<file path="src/rtl/rf_d16_ctrl.sv">
// -----------------------------------------------------------------------------
// rf_d16_ctrl
//
// Access controller for a 512-entry register file shared by 16 hardware
// threads of 32 registers each. Every RF address is {thread[3:0], reg[4:0]}.
//
// Three agents share the RF:
//   - core writeback  : never stalled, always owns the write port when active
//   - debug port      : single-outstanding req/ack access, reads or writes
//   - bank clear      : walks one thread bank writing CLR_VAL to all 32 regs,
//                       stepping only in cycles the write port is free
//
// Ports
//   clka                 single clock for all logic and both RF ports
//   rstn                 synchronous active-low reset
//   wb_we/thread/reg/data  core writeback
//   rd_en/thread/reg     core read request (data on rf_doutb one cycle later)
//   dbg_req/we/addr/wdata  debug request, held until dbg_ack
//   dbg_ack              one-cycle completion pulse
//   dbg_rdata            last captured debug read data
//   clr_start/thread     start a bank clear (ignored while clr_busy)
//   clr_busy             clear in progress
//   clr_done             one-cycle pulse after the final clear write
//   rf_wea/addra/dina    RF write port
//   rf_addrb/rf_doutb    RF read port (synchronous read in the RF macro)
// -----------------------------------------------------------------------------
module rf_d16_ctrl #(
  parameter int              DW      = 32,
  parameter logic [DW-1:0]   CLR_VAL = {DW{1'b0}}
) (
  input  logic          clka,
  input  logic          rstn,
  // core writeback
  input  logic          wb_we,
  input  logic [3:0]    wb_thread,
  input  logic [4:0]    wb_reg,
  input  logic [DW-1:0] wb_data,
  // core read
  input  logic          rd_en,
  input  logic [3:0]    rd_thread,
  input  logic [4:0]    rd_reg,
  // debug access
  input  logic          dbg_req,
  input  logic          dbg_we,
  input  logic [8:0]    dbg_addr,
  input  logic [DW-1:0] dbg_wdata,
  output logic          dbg_ack,
  output logic [DW-1:0] dbg_rdata,
  // bank clear
  input  logic          clr_start,
  input  logic [3:0]    clr_thread,
  output logic          clr_busy,
  output logic          clr_done,
  // register file
  output logic          rf_wea,
  output logic [8:0]    rf_addra,
  output logic [DW-1:0] rf_dina,
  output logic [8:0]    rf_addrb,
  input  logic [DW-1:0] rf_doutb
);

  typedef enum logic [1:0] {
    D_IDLE = 2'd0,
    D_RD   = 2'd1,
    D_ACK  = 2'd2
  } dstate_t;

  typedef enum logic {
    C_IDLE = 1'b0,
    C_RUN  = 1'b1
  } cstate_t;

  // debug FSM
  dstate_t       dstate_r;
  dstate_t       dstate_nxt_s;
  logic          dbg_wr_s;
  logic          dbg_cap_s;
  logic          dbg_ack_r;
  logic [DW-1:0] dbg_rdata_r;

  // clear FSM
  cstate_t       cstate_r;
  cstate_t       cstate_nxt_s;
  logic [4:0]    clr_idx_r;
  logic [4:0]    clr_idx_nxt_s;
  logic [3:0]    clr_thr_r;
  logic          clr_step_s;
  logic          clr_last_s;
  logic          clr_busy_r;
  logic          clr_done_r;

  // write port
  logic          wr_en_s;
  logic [8:0]    wr_addr_s;
  logic [DW-1:0] wr_data_s;
  logic [8:0]    last_addr_r;
  logic [DW-1:0] last_data_r;

  // ---------------------------------------------------------------------------
  // Debug FSM
  // ---------------------------------------------------------------------------

  // Debug state register.
  always_ff @(posedge clka) begin
    if (!rstn) begin
      dstate_r <= D_IDLE;
    end else begin
      dstate_r <= dstate_nxt_s;
    end
  end

  // Debug next-state: a blocked request simply waits in D_IDLE with no timeout.
  always_comb begin
    dstate_nxt_s = dstate_r;
    case (dstate_r)
      D_IDLE: begin
        if (dbg_req && dbg_we && !wb_we) begin
          dstate_nxt_s = D_ACK;
        end else if (dbg_req && !dbg_we && !rd_en) begin
          dstate_nxt_s = D_RD;
        end else begin
          dstate_nxt_s = D_IDLE;
        end
      end
      D_RD:    dstate_nxt_s = D_ACK;
      D_ACK:   dstate_nxt_s = D_IDLE;
      default: dstate_nxt_s = D_IDLE;
    endcase
  end

  // Debug outputs: the write is issued in the same cycle it is accepted; the
  // read captures the RF data that was addressed in the previous cycle.
  always_comb begin
    dbg_wr_s  = 1'b0;
    dbg_cap_s = 1'b0;
    case (dstate_r)
      D_IDLE: begin
        if (rstn && dbg_req && dbg_we && !wb_we) begin
          dbg_wr_s = 1'b1;
        end else begin
          dbg_wr_s = 1'b0;
        end
      end
      D_RD:    dbg_cap_s = 1'b1;
      D_ACK:   dbg_cap_s = 1'b0;
      default: dbg_cap_s = 1'b0;
    endcase
  end

  // Debug registered outputs: ack mirrors entry into D_ACK; rdata only moves on
  // a read capture so debug writes leave it untouched.
  always_ff @(posedge clka) begin
    if (!rstn) begin
      dbg_ack_r   <= 1'b0;
      dbg_rdata_r <= {DW{1'b0}};
    end else begin
      dbg_ack_r <= (dstate_nxt_s == D_ACK);
      if (dbg_cap_s) begin
        dbg_rdata_r <= rf_doutb;
      end else begin
        dbg_rdata_r <= dbg_rdata_r;
      end
    end
  end

  assign dbg_ack   = dbg_ack_r;
  assign dbg_rdata = dbg_rdata_r;

  // ---------------------------------------------------------------------------
  // Clear FSM
  // ---------------------------------------------------------------------------

  // A clear step only happens when neither writeback nor a debug write holds
  // the write port; otherwise the same index is retried next cycle.
  assign clr_step_s = rstn && (cstate_r == C_RUN) && !wb_we && !dbg_wr_s;
  assign clr_last_s = clr_step_s && (clr_idx_r == 5'd31);

  // Clear state, index and latched thread registers.
  always_ff @(posedge clka) begin
    if (!rstn) begin
      cstate_r  <= C_IDLE;
      clr_idx_r <= 5'd0;
      clr_thr_r <= 4'd0;
    end else begin
      cstate_r  <= cstate_nxt_s;
      clr_idx_r <= clr_idx_nxt_s;
      if ((cstate_r == C_IDLE) && clr_start) begin
        clr_thr_r <= clr_thread;
      end else begin
        clr_thr_r <= clr_thr_r;
      end
    end
  end

  // Clear next-state and index; clr_start is only looked at in C_IDLE.
  always_comb begin
    cstate_nxt_s  = cstate_r;
    clr_idx_nxt_s = clr_idx_r;
    case (cstate_r)
      C_IDLE: begin
        if (clr_start) begin
          cstate_nxt_s  = C_RUN;
          clr_idx_nxt_s = 5'd0;
        end else begin
          cstate_nxt_s  = C_IDLE;
          clr_idx_nxt_s = clr_idx_r;
        end
      end
      C_RUN: begin
        if (clr_last_s) begin
          cstate_nxt_s  = C_IDLE;
          clr_idx_nxt_s = 5'd0;
        end else if (clr_step_s) begin
          cstate_nxt_s  = C_RUN;
          clr_idx_nxt_s = clr_idx_r + 5'd1;
        end else begin
          cstate_nxt_s  = C_RUN;
          clr_idx_nxt_s = clr_idx_r;
        end
      end
      default: begin
        cstate_nxt_s  = C_IDLE;
        clr_idx_nxt_s = 5'd0;
      end
    endcase
  end

  // Clear status outputs: busy follows C_RUN, done pulses after the final step.
  always_ff @(posedge clka) begin
    if (!rstn) begin
      clr_busy_r <= 1'b0;
      clr_done_r <= 1'b0;
    end else begin
      clr_busy_r <= (cstate_nxt_s == C_RUN);
      clr_done_r <= clr_last_s;
    end
  end

  assign clr_busy = clr_busy_r;
  assign clr_done = clr_done_r;

  // ---------------------------------------------------------------------------
  // RF ports
  // ---------------------------------------------------------------------------

  // Write port mux with fixed priority writeback > debug > clear. With no
  // writer the address/data hold their last issued values.
  always_comb begin
    wr_addr_s = last_addr_r;
    wr_data_s = last_data_r;
    if (wb_we) begin
      wr_addr_s = {wb_thread, wb_reg};
      wr_data_s = wb_data;
    end else if (dbg_wr_s) begin
      wr_addr_s = dbg_addr;
      wr_data_s = dbg_wdata;
    end else if (clr_step_s) begin
      wr_addr_s = {clr_thr_r, clr_idx_r};
      wr_data_s = CLR_VAL;
    end else begin
      wr_addr_s = last_addr_r;
      wr_data_s = last_data_r;
    end
  end

  // Reset gates the enable so a writeback presented during reset is dropped.
  assign wr_en_s = rstn && (wb_we || dbg_wr_s || clr_step_s);

  // Remember the last issued write so idle cycles keep the port quiet.
  always_ff @(posedge clka) begin
    if (!rstn) begin
      last_addr_r <= 9'd0;
      last_data_r <= {DW{1'b0}};
    end else if (wr_en_s) begin
      last_addr_r <= wr_addr_s;
      last_data_r <= wr_data_s;
    end else begin
      last_addr_r <= last_addr_r;
      last_data_r <= last_data_r;
    end
  end

  assign rf_wea   = wr_en_s;
  assign rf_addra = wr_addr_s;
  assign rf_dina  = wr_data_s;

  // Core reads always win the read port; debug reads wait for a free cycle.
  assign rf_addrb = rd_en ? {rd_thread, rd_reg} : dbg_addr;

endmodule

</file>
<file path="config.mk">
export PLATFORM = sky130hd
export DESIGN_NAME = rf_d16_ctrl
export DESIGN_NICKNAME = d
export VERILOG_FILES = /design/src/rtl/rf_d16_ctrl.sv
export SDC_FILE = /design/constraint.sdc
export NUM_CORES = 1
export LEC_CHECK = 0
export ABC_AREA = 0
export CAP_MARGIN = 20
export CORE_AREA = 2 2 114 116
export DETAILED_ROUTE_END_ITERATION = 8
export DIE_AREA = 0 0 116 118
export PLACE_DENSITY_LB_ADDON = 0.1
export SLEW_MARGIN = 30
export SYNTH_ARGS = -nofsm -noshare
export SYNTH_HDL_FRONTEND = slang
export SYNTH_SLANG_ARGS = --single-unit
export TNS_END_PERCENT = 30
</file>
<file path="constraint.sdc">
create_clock -name clka -period 1.4 [get_ports clka]
set_input_delay 0.14 -clock clka [delete_from_list [all_inputs] [get_ports clka]]
set_output_delay 0.14 -clock clka [all_outputs]
set_load 0.02 [all_outputs]
</file>
Word-level counts from Yosys, hierarchy flattened:

Cells that the tools add are included.

* output and inout port bits: 86
* flip-flop bits (word level): 87

* eq/ne operators: 5
* add/sub/neg operators: 1
* bitwise logic cells: 1
* mux-type cells: 20
* reductions and logical operators: 21

Operators by type and width (number)
* two-way mux 32 bit: 3
* two-way mux 9 bit: 4
* two-way mux 5 bit: 3
* logical AND 1 bit: 13
* one-hot mux 5 bit (2 select lines): 1
* two-way mux 1 bit: 6
* adder 5 x 1 -> 5 bit (second input constant): 1
* equality test 5 bit (second input constant): 1
* logical NOT 1 bit: 4
* one-hot mux 2 bit (2 select lines): 1
* != test 3 bit (second input constant): 1
* equality test 2 x 1 -> 1 bit (second input constant): 1
* equality test 2 bit (second input constant): 1
* logical NOT 2 bit: 1
* logical OR 1 bit: 2
* two-way mux 2 bit: 1
* != test 2 bit (second input constant): 1
* one-hot mux 1 bit (2 select lines): 1
* AND reduction 2 bit: 1
* inverter 1 bit: 1

Depth between registers and ports, before layout:

Gate-level depths: netlist (run 1).

* depth after elaboration: 10
* depth in mapped cells: 6

Least setup slack after synthesis (run 1):

Ideal clock, no wire load.

* kind: register to output
* from: register, netlist name clr_busy
* to: output port rf_addra[8]
* slack: -0.343 ns
* arrival time: 1.603 ns
* stages on the path, launching flop included: 6
* data required time: 1.260 ns
* cell sequence: dfxtp_1 -> nand3b_1 -> nand2b_1 -> buf_6 -> o211a_1 -> o31ai_2

RTL lines
* to (decl): line 56 `output logic [8:0] rf_addra,`

Final worst setup path (run 1):

* from: register dstate_r[1]
* to: output port rf_dina[27]

* longest elaborated chain between the ends: 7

RTL lines
* from (decl): line 74 `dstate_t dstate_r;`
* from (signal assigned): line 108 `dstate_r <= dstate_nxt_s;`
* logical NOT 2 bit *: line 136 `case (dstate_r)`
* two-way mux 1 bit *: line 136
* logical NOT 1 bit: line 175 `assign clr_step_s = rstn && (cstate_r == C_RUN) && !wb_we && !dbg_wr_s;`
* logical AND 1 bit: line 175
* two-way mux 32 bit: line 257 `end else if (clr_step_s) begin`
* two-way mux 32 bit *: line 254 `end else if (dbg_wr_s) begin`
* two-way mux 32 bit *: line 251 `if (wb_we) begin`
* to (decl): line 57 `output logic [DW-1:0] rf_dina,`

Mark *: on every way between the ends. The rest lies on a longest branch, timed or not.

==> flow_summary.toml, run 1 <==
[die]
core_region_area_mm2 = 0.0124
start_util_pct = 36.4
dieWidth_um = 116
dieHeight_um = 118
ioPinCount = 220
dieArea_mm2 = 0.0137
rows = 41

[timing]
rsz0062_at_grt = "yes"
setup_ws_ns = -0.796
fmax_ghz = 0.455
fin_skew_ns = 0.00585
fin_crit_ns = 2.20
slew_violations = 0
maxSlewHeadroom_pct = 52.4
period_share_pct = 157
setup_violations = 87
finalHoldViolCount = 0
worst_pin_slew_ns = 0.712

[power_and_ir_drop]
comb_power_share_pct = 26.9
p_sw_w = 0.00193
powerDensity_mw_per_mm2 = 850
leakagePower_nw = 3.28
p_sw_share_pct = 27.9
ir_worst_vdd_mv = 0.587
seqPwrFrac_pct = 38.0
power.share.clock_pct = 35.1
intPower_w = 0.00498

[yosys]
yosysTopAreaCell = "dfxtp_1"
synth.area.top_cells = "dfxtp_1 39%, nand2_1 9.7%, o21ai_0 9.4%, mux2i_1 8.2%, a21boi_0 5.6%"
ys_types = 33
syn-num-nets = 699
yosysWarnings = 0
ys_seq_area_share_pct = 38.5
yosys_register_bits = 87
yosysTopAreaCellShare_pct = 38.5
syn_area_mm2 = 0.00452
avgSynthCellArea_um2 = 8.03
synth_cells = 563

[finish]
num-nets-final = 943
final_common_cell = "clkdlybuf4s50_1"
drive_gt1_share_pct = 28.9
syn2layout_area_growth_pct = 79.8
finalNonFillerCells = 985
layout_common_cells = "130 x clkdlybuf4s50_1, 116 x nand2_1, 83 x dfxtp_1, 50 x buf_4, 43 x dlygate4sd2_1"

[drt]
post_drt_wl_per_cell_um = 15.2
drt_wl_total_um = 15000
vias_per_cell = 4.95
drt_iter0_markers = 194
drtPass1Iterations = 4
post-route-drc-count = 0
vias = 4873
final_antenna_net_count = 0

[setup_path]
r2r_slack_ns = -0.40
cp.required_ns = 1.26
end_kind = "primary output"
worstPathArrival_ns = 2.06
cp_max_fo = 7
crit_type = "reg -> out"
cp-start-kind = "register"

[placement]
portBuffers = 219
gp_congestion = 0.799
dp_hpwl_um = 10300
dpl.cell_count = 945
post-place-ws_ns = -1.03

[run]
maxCapViolations = 0

[clock_tree]
cts.reportedPaths.clkPinSlew_ns = 0.06
cts_buffer_depth = 2
cts_root_buf = "clkbuf_16"
cts_tree = "yes"
clk_latency_ns = 0.34
cts_sinks = 87
cts_htree_levels = 3
cts_buffers = 9

[global_route]
grt_use_total_pct = 21.1
grt_pass1_vias = 4869
globalRouteOverflowTotal = 0
grt_max_degree = 69
grt_first_pass_wirelength_um = 23200
antenna_found_initial = 1

[outcome]
violations = "setup timing"
status = "finished, violations left"

[hold_path]
hold_path.class = "in -> reg"
==> synthesized netlist by cell type <==
library cell	number
a31oi_1	1
nand2_1	117
a21boi_0	34
dfxtp_1	87
and4bb_1	2
mux2i_1	37
xnor2_1	3
nand2b_1	3
o21ai_0	85
and2_1	33
nand4bb_1	1
buf_6	6
o21ai_1	8
nor3b_1	3
nor2_1	16
and3_1	1
o31ai_2	9
o211a_1	9
ha_1	2
nand3b_1	1
clkbuf_1	33
buf_2	4
nand3_4	1
o31a_1	1
nor3_2	1
a21oi_1	32
nand3_1	2
nor3b_2	1
nor2b_1	6
buf_1	2
mux2_2	9
inv_1	11
nand4_1	2
==> critical path, cell delays in order, from the launching register on <==
cell and delay [ns]:
dfxtp_2 0.33, and4bb_2 0.33, nand3_4 0.13, buf_12 0.17, buf_4 0.13, mux2i_1 0.21
o21ai_2 0.07, dlygate4sd2_1 0.34
==> layout make-up <==
type	instances	area, um2
clock buffer	9	225
tap	172	215
timing repair buffer	278	2710
antenna	1	2.50
fill	1079	4290
multi-input combinational	420	3110
inverter	11	41.3
sequential	87	1750
clock inverter	7	78.8
==> state kept, by name (all words and copies together), names as in the netlist <==
register     count
clr_idx_r        5
last_data_r     32
dstate_r         2
clr_done         1
last_addr_r      9
clr_thr_r        4
dbg_ack          1
clr_busy         1
dbg_rdata       32
==> power groups by stage <==
stage	Clock [W]	Sequential [W]	Combinational (W)
final	0.00243	0.00262	0.00186
after global routing	0.00261	0.00263	0.00199
after CTS	0.00251	0.00262	0.00169
after detailed placement	0	0.00268	0.00169
after global placement	0	0.00267	0.00166
after floorplan	0	0.00270	0.000791
==> kinds of logic after synthesis <==
logic type	share of synthesized area [%]
buffers and inverters	5.76
DFF	38.5
AOI/OAI and AO/OA	24.3
and+or+nand+nor	19.8
muxes	10.4
xor gates and xnor gates	0.581
adders and majority gates	0.553
==> through the flow <==
step / TNS, ns / util, % / total power, W / cell area, um2 / hold slack, ns
6_report: -31.82 / 65.5 / 0.00691 / 8130 / 0.288
3_3_place_gp: -57.28 / 58.6 / 0.00434 / 7280 / 0.450
5_1_grt: -37.85 / 65.5 / 0.00723 / 8130 / 0.311
2_1_floorplan: -2.05 / - / 0.00349 / 4730 / 0.209
3_5_place_dp: -59.67 / 58.6 / 0.00437 / 7280 / 0.457
4_1_cts: -34.04 / 62.2 / 0.00682 / 7720 / 0.286
==> metal layers <==
layer / wire [um] / track usage, % / share of wire, % / vias up
met5: 0 / 0 / 0 / -
li1: - / - / - / 2429
met4: 434 / 8.63 / 2.9 / 0
met3: 1080 / 6.08 / 7.2 / 36
met2: 7420 / 36.4 / 49 / 159
met1: 6080 / 24.0 / 41 / 2249
==> repair_timing <==
item	in CTS	in global routing
hold buffers	0	0
setup buffers	12	10
endpoints found under the hold margin	0	0
endpoints found under the setup margin	132	91
gates cloned	0	1
resized for setup	199	192
pin swaps	14	25
==> worst paths after layout <==
check | startpoint | endpoint | cells after the start
max | dstate_r[1]$_SDFF_PN0_ | rf_dina[27] | 7
min | rd_en | dstate_r[0]$_SDFF_PN0_ | 3
max reg2reg | dstate_r[1]$_SDFF_PN0_ | last_data_r[26]$_SDFFE_PN0P_ | 8
min reg2reg | dbg_rdata[27]$_SDFFE_PN0P_ | dbg_rdata[27]$_SDFFE_PN0P_ | 2
Note: power is estimated with default switching activity, not from simulation.
==> run 2: changes to the inputs <==
--- a/config.mk
+++ b/config.mk
@@ -7,9 +7,9 @@
 export LEC_CHECK = 0
 export ABC_AREA = 0
 export CAP_MARGIN = 20
-export CORE_AREA = 2 2 114 116
+export CORE_AREA = 2 2 105 107
 export DETAILED_ROUTE_END_ITERATION = 8
-export DIE_AREA = 0 0 116 118
+export DIE_AREA = 0 0 107 109
 export PLACE_DENSITY_LB_ADDON = 0.1
 export SLEW_MARGIN = 30
 export SYNTH_ARGS = -nofsm -noshare
==> constraint.sdc (replaced) <==
create_clock -name clka -period 2.6 [get_ports clka]
set_input_delay 0.26 -clock clka [delete_from_list [all_inputs] [get_ports clka]]
set_output_delay 0.26 -clock clka [all_outputs]
set_load 0.02 [all_outputs]
==> flow_summary.toml, run 2 (same netlist as run 1, synthesis figures left out) <==
[power_and_ir_drop]
p_sw_share_pct = 27.2
power.share.clock_pct = 31.1
comb_power_share_pct = 24.7
powerDensity_mw_per_mm2 = 455
leakagePower_nw = 2.98
seqPwrFrac_pct = 44.1
ir_worst_vdd_mv = 0.290
finalPower_w = 0.00320
p_sw_w = 0.000870
intPower_w = 0.00233

[setup_path]
end_kind = "primary output"
cp.required_ns = 2.34
cp-start-kind = "register"
cp_max_fo = 23
worstRegToRegCells = 5
crit_type = "reg -> out"
r2r_slack_ns = 1.04
reg2reg_to = "clr_idx_r[4]$_SDFFE_PN0P_"
worstPathArrival_ns = 2.14
timing.rr.start = "dstate_r[1]$_SDFF_PN0_"

[clock_tree]
cts_buffers = 9
cts.reportedPaths.clkPinSlew_ns = 0.08
cts_tree = "yes"
cts_sinks = 87
cts_hold_buf = 0
cts_root_buf = "clkbuf_8"
cts_htree_levels = 3
cts_buffer_depth = 2
cts_setup_buffers = 0
clk_latency_ns = 0.36

[finish]
final_area_mm2 = 0.00704
layout_common_cells = "176 x clkdlybuf4s50_1, 117 x nand2_1, 87 x dfxtp_1, 85 x o21ai_0, 37 x mux2i_1"
fill_cells = 946
syn2layout_area_growth_pct = 55.7
final_common_cell = "clkdlybuf4s50_1"
insertedDiodeCount = 0
num-nets-final = 902
drive_gt1_share_pct = 7.65

[global_route]
globalRouteOverflowTotal = 0
grt_busiest_layer = "met2"
grt_use_met1_pct = 27.9
grt_pass1_vias = 4420
grt_max_degree = 86
grt_first_pass_wirelength_um = 21400
antenna_found_initial = 0
use_met2_pct = 38.9
grt_use_total_pct = 22.8
grt_util_met3_pct = 6.75

[placement]
gp_congestion = 0.772
dp_hpwl_um = 9650
post-place-ws_ns = -0.0917
portBuffers = 219
place_area_mm2 = 0.00685

[drt]
final_antenna_net_count = 0
drt_wl_total_um = 13600
vias = 4632
drtPass1Iterations = 4
post_drt_wl_per_cell_um = 14.9
vias_per_cell = 5.08
drt_iter0_markers = 240
post-route-drc-count = 0

[timing]
setup_tns_ns = 0
setup_ws_ns = 0.202
slew_violations = 0
fin_crit_ns = 2.40
setup_violations = 0
fmax_ghz = 0.417
rsz0062_at_grt = "no"
fin_skew_ns = 0.00562
period_share_pct = 92.2
maxSlewHeadroom_pct = 45.4
finalHoldViolCount = 0
worst_pin_slew_ns = 0.820

[die]
dieWidth_um = 107
start_util_pct = 42.6
dieHeight_um = 109
rows = 38
core_region_area_mm2 = 0.0106
dieArea_mm2 = 0.0117
ioPinCount = 220

[hold_path]
hold_depth = 4
hold_path.class = "in -> reg"
hold_start = "rstn"
min_to = "clr_busy$_SDFF_PN0_"

[run]
maxCapViolations = 0

[outcome]
status = "complete, no violations"
[run 2: changes by cell type in the layout (fill, tap and decap cells not counted), sizes merged]
cell and change:
clkinv -2, diode -1, clkdlybuf4s15 -1, clkdlybuf4s50 +46, clkbuf +1, buf -81, dlymetal6s2s +9, inv -2
dlygate4sd2 -11
[run 2: worst max-delay path, cell delays in order (launching register included)]
cell and delay [ns]:
dfxtp_1 0.37, and4bb_1 0.34, nand3_4 0.12, buf_12 0.19, mux2i_1 0.14, o21ai_0 0.24, dlygate4sd2_1 0.37
[run 2: repair_timing]
action | CTS | global route
endpoints found under the setup margin | 32 | 9
pin swaps | 0 | 0
gates resized for setup | 33 | 9
[run 2: how the worst max path moves through the flow]
stage	from	to	slack (ns)	depth (start not counted)
floorplan	clr_busy$_SDFF_PN0_	rf_addra[8]	0.74	5
global placement	dbg_req	rf_dina[10]	-0.08	7
detailed placement	dbg_req	rf_dina[10]	-0.09	7
CTS	dstate_r[1]$_SDFF_PN0_	rf_dina[24]	0.0007	6
global route	dstate_r[1]$_SDFF_PN0_	rf_dina[4]	0.05	6
finish	dstate_r[1]$_SDFF_PN0_	rf_dina[10]	0.20	6
[run 2: layer usage]
layer / vias up / wire length [um]
met1: 2127 / 5820
met4: 0 / 195
li1: 2319 / -
met2: 171 / 6430
met3: 15 / 1130
met5: - / 0
[run 2: through the flow]
stage | hold WS (ns) | util, % | cells
floorplan | 0.336 | - | 563
global placement | 0.449 | 64.6 | 895
detailed placement | 0.456 | 64.6 | 895
CTS | 0.427 | 66.2 | 911
global route | 0.452 | 66.4 | 911
finish | 0.447 | 66.4 | 911
[run 2: final cells by class]
| cell class | count | area (um2) | area share, % |
|---|---|---|---|
| clock buffer | 13 | 169 | 2.40 |
| clock inverter | 3 | 40.0 | 0.569 |
| sequential | 87 | 1740 | 24.7 |
| inverter | 11 | 41.3 | 0.586 |
| tap | 140 | 175 | 2.49 |
| multi-input combinational | 420 | 2520 | 35.8 |
| timing repair buffer | 237 | 2350 | 33.4 |
[run 2: power by group through the flow]
stage | clock, W | sequential, W | combinational [W]
detailed placement | 0 | 0.00144 | 0.000824
CTS | 0.00102 | 0.00141 | 0.000798
global route | 0.00108 | 0.00142 | 0.000860
global placement | 0 | 0.00144 | 0.000813
floorplan | 0 | 0.00145 | 0.000374
finish | 0.000997 | 0.00141 | 0.000792
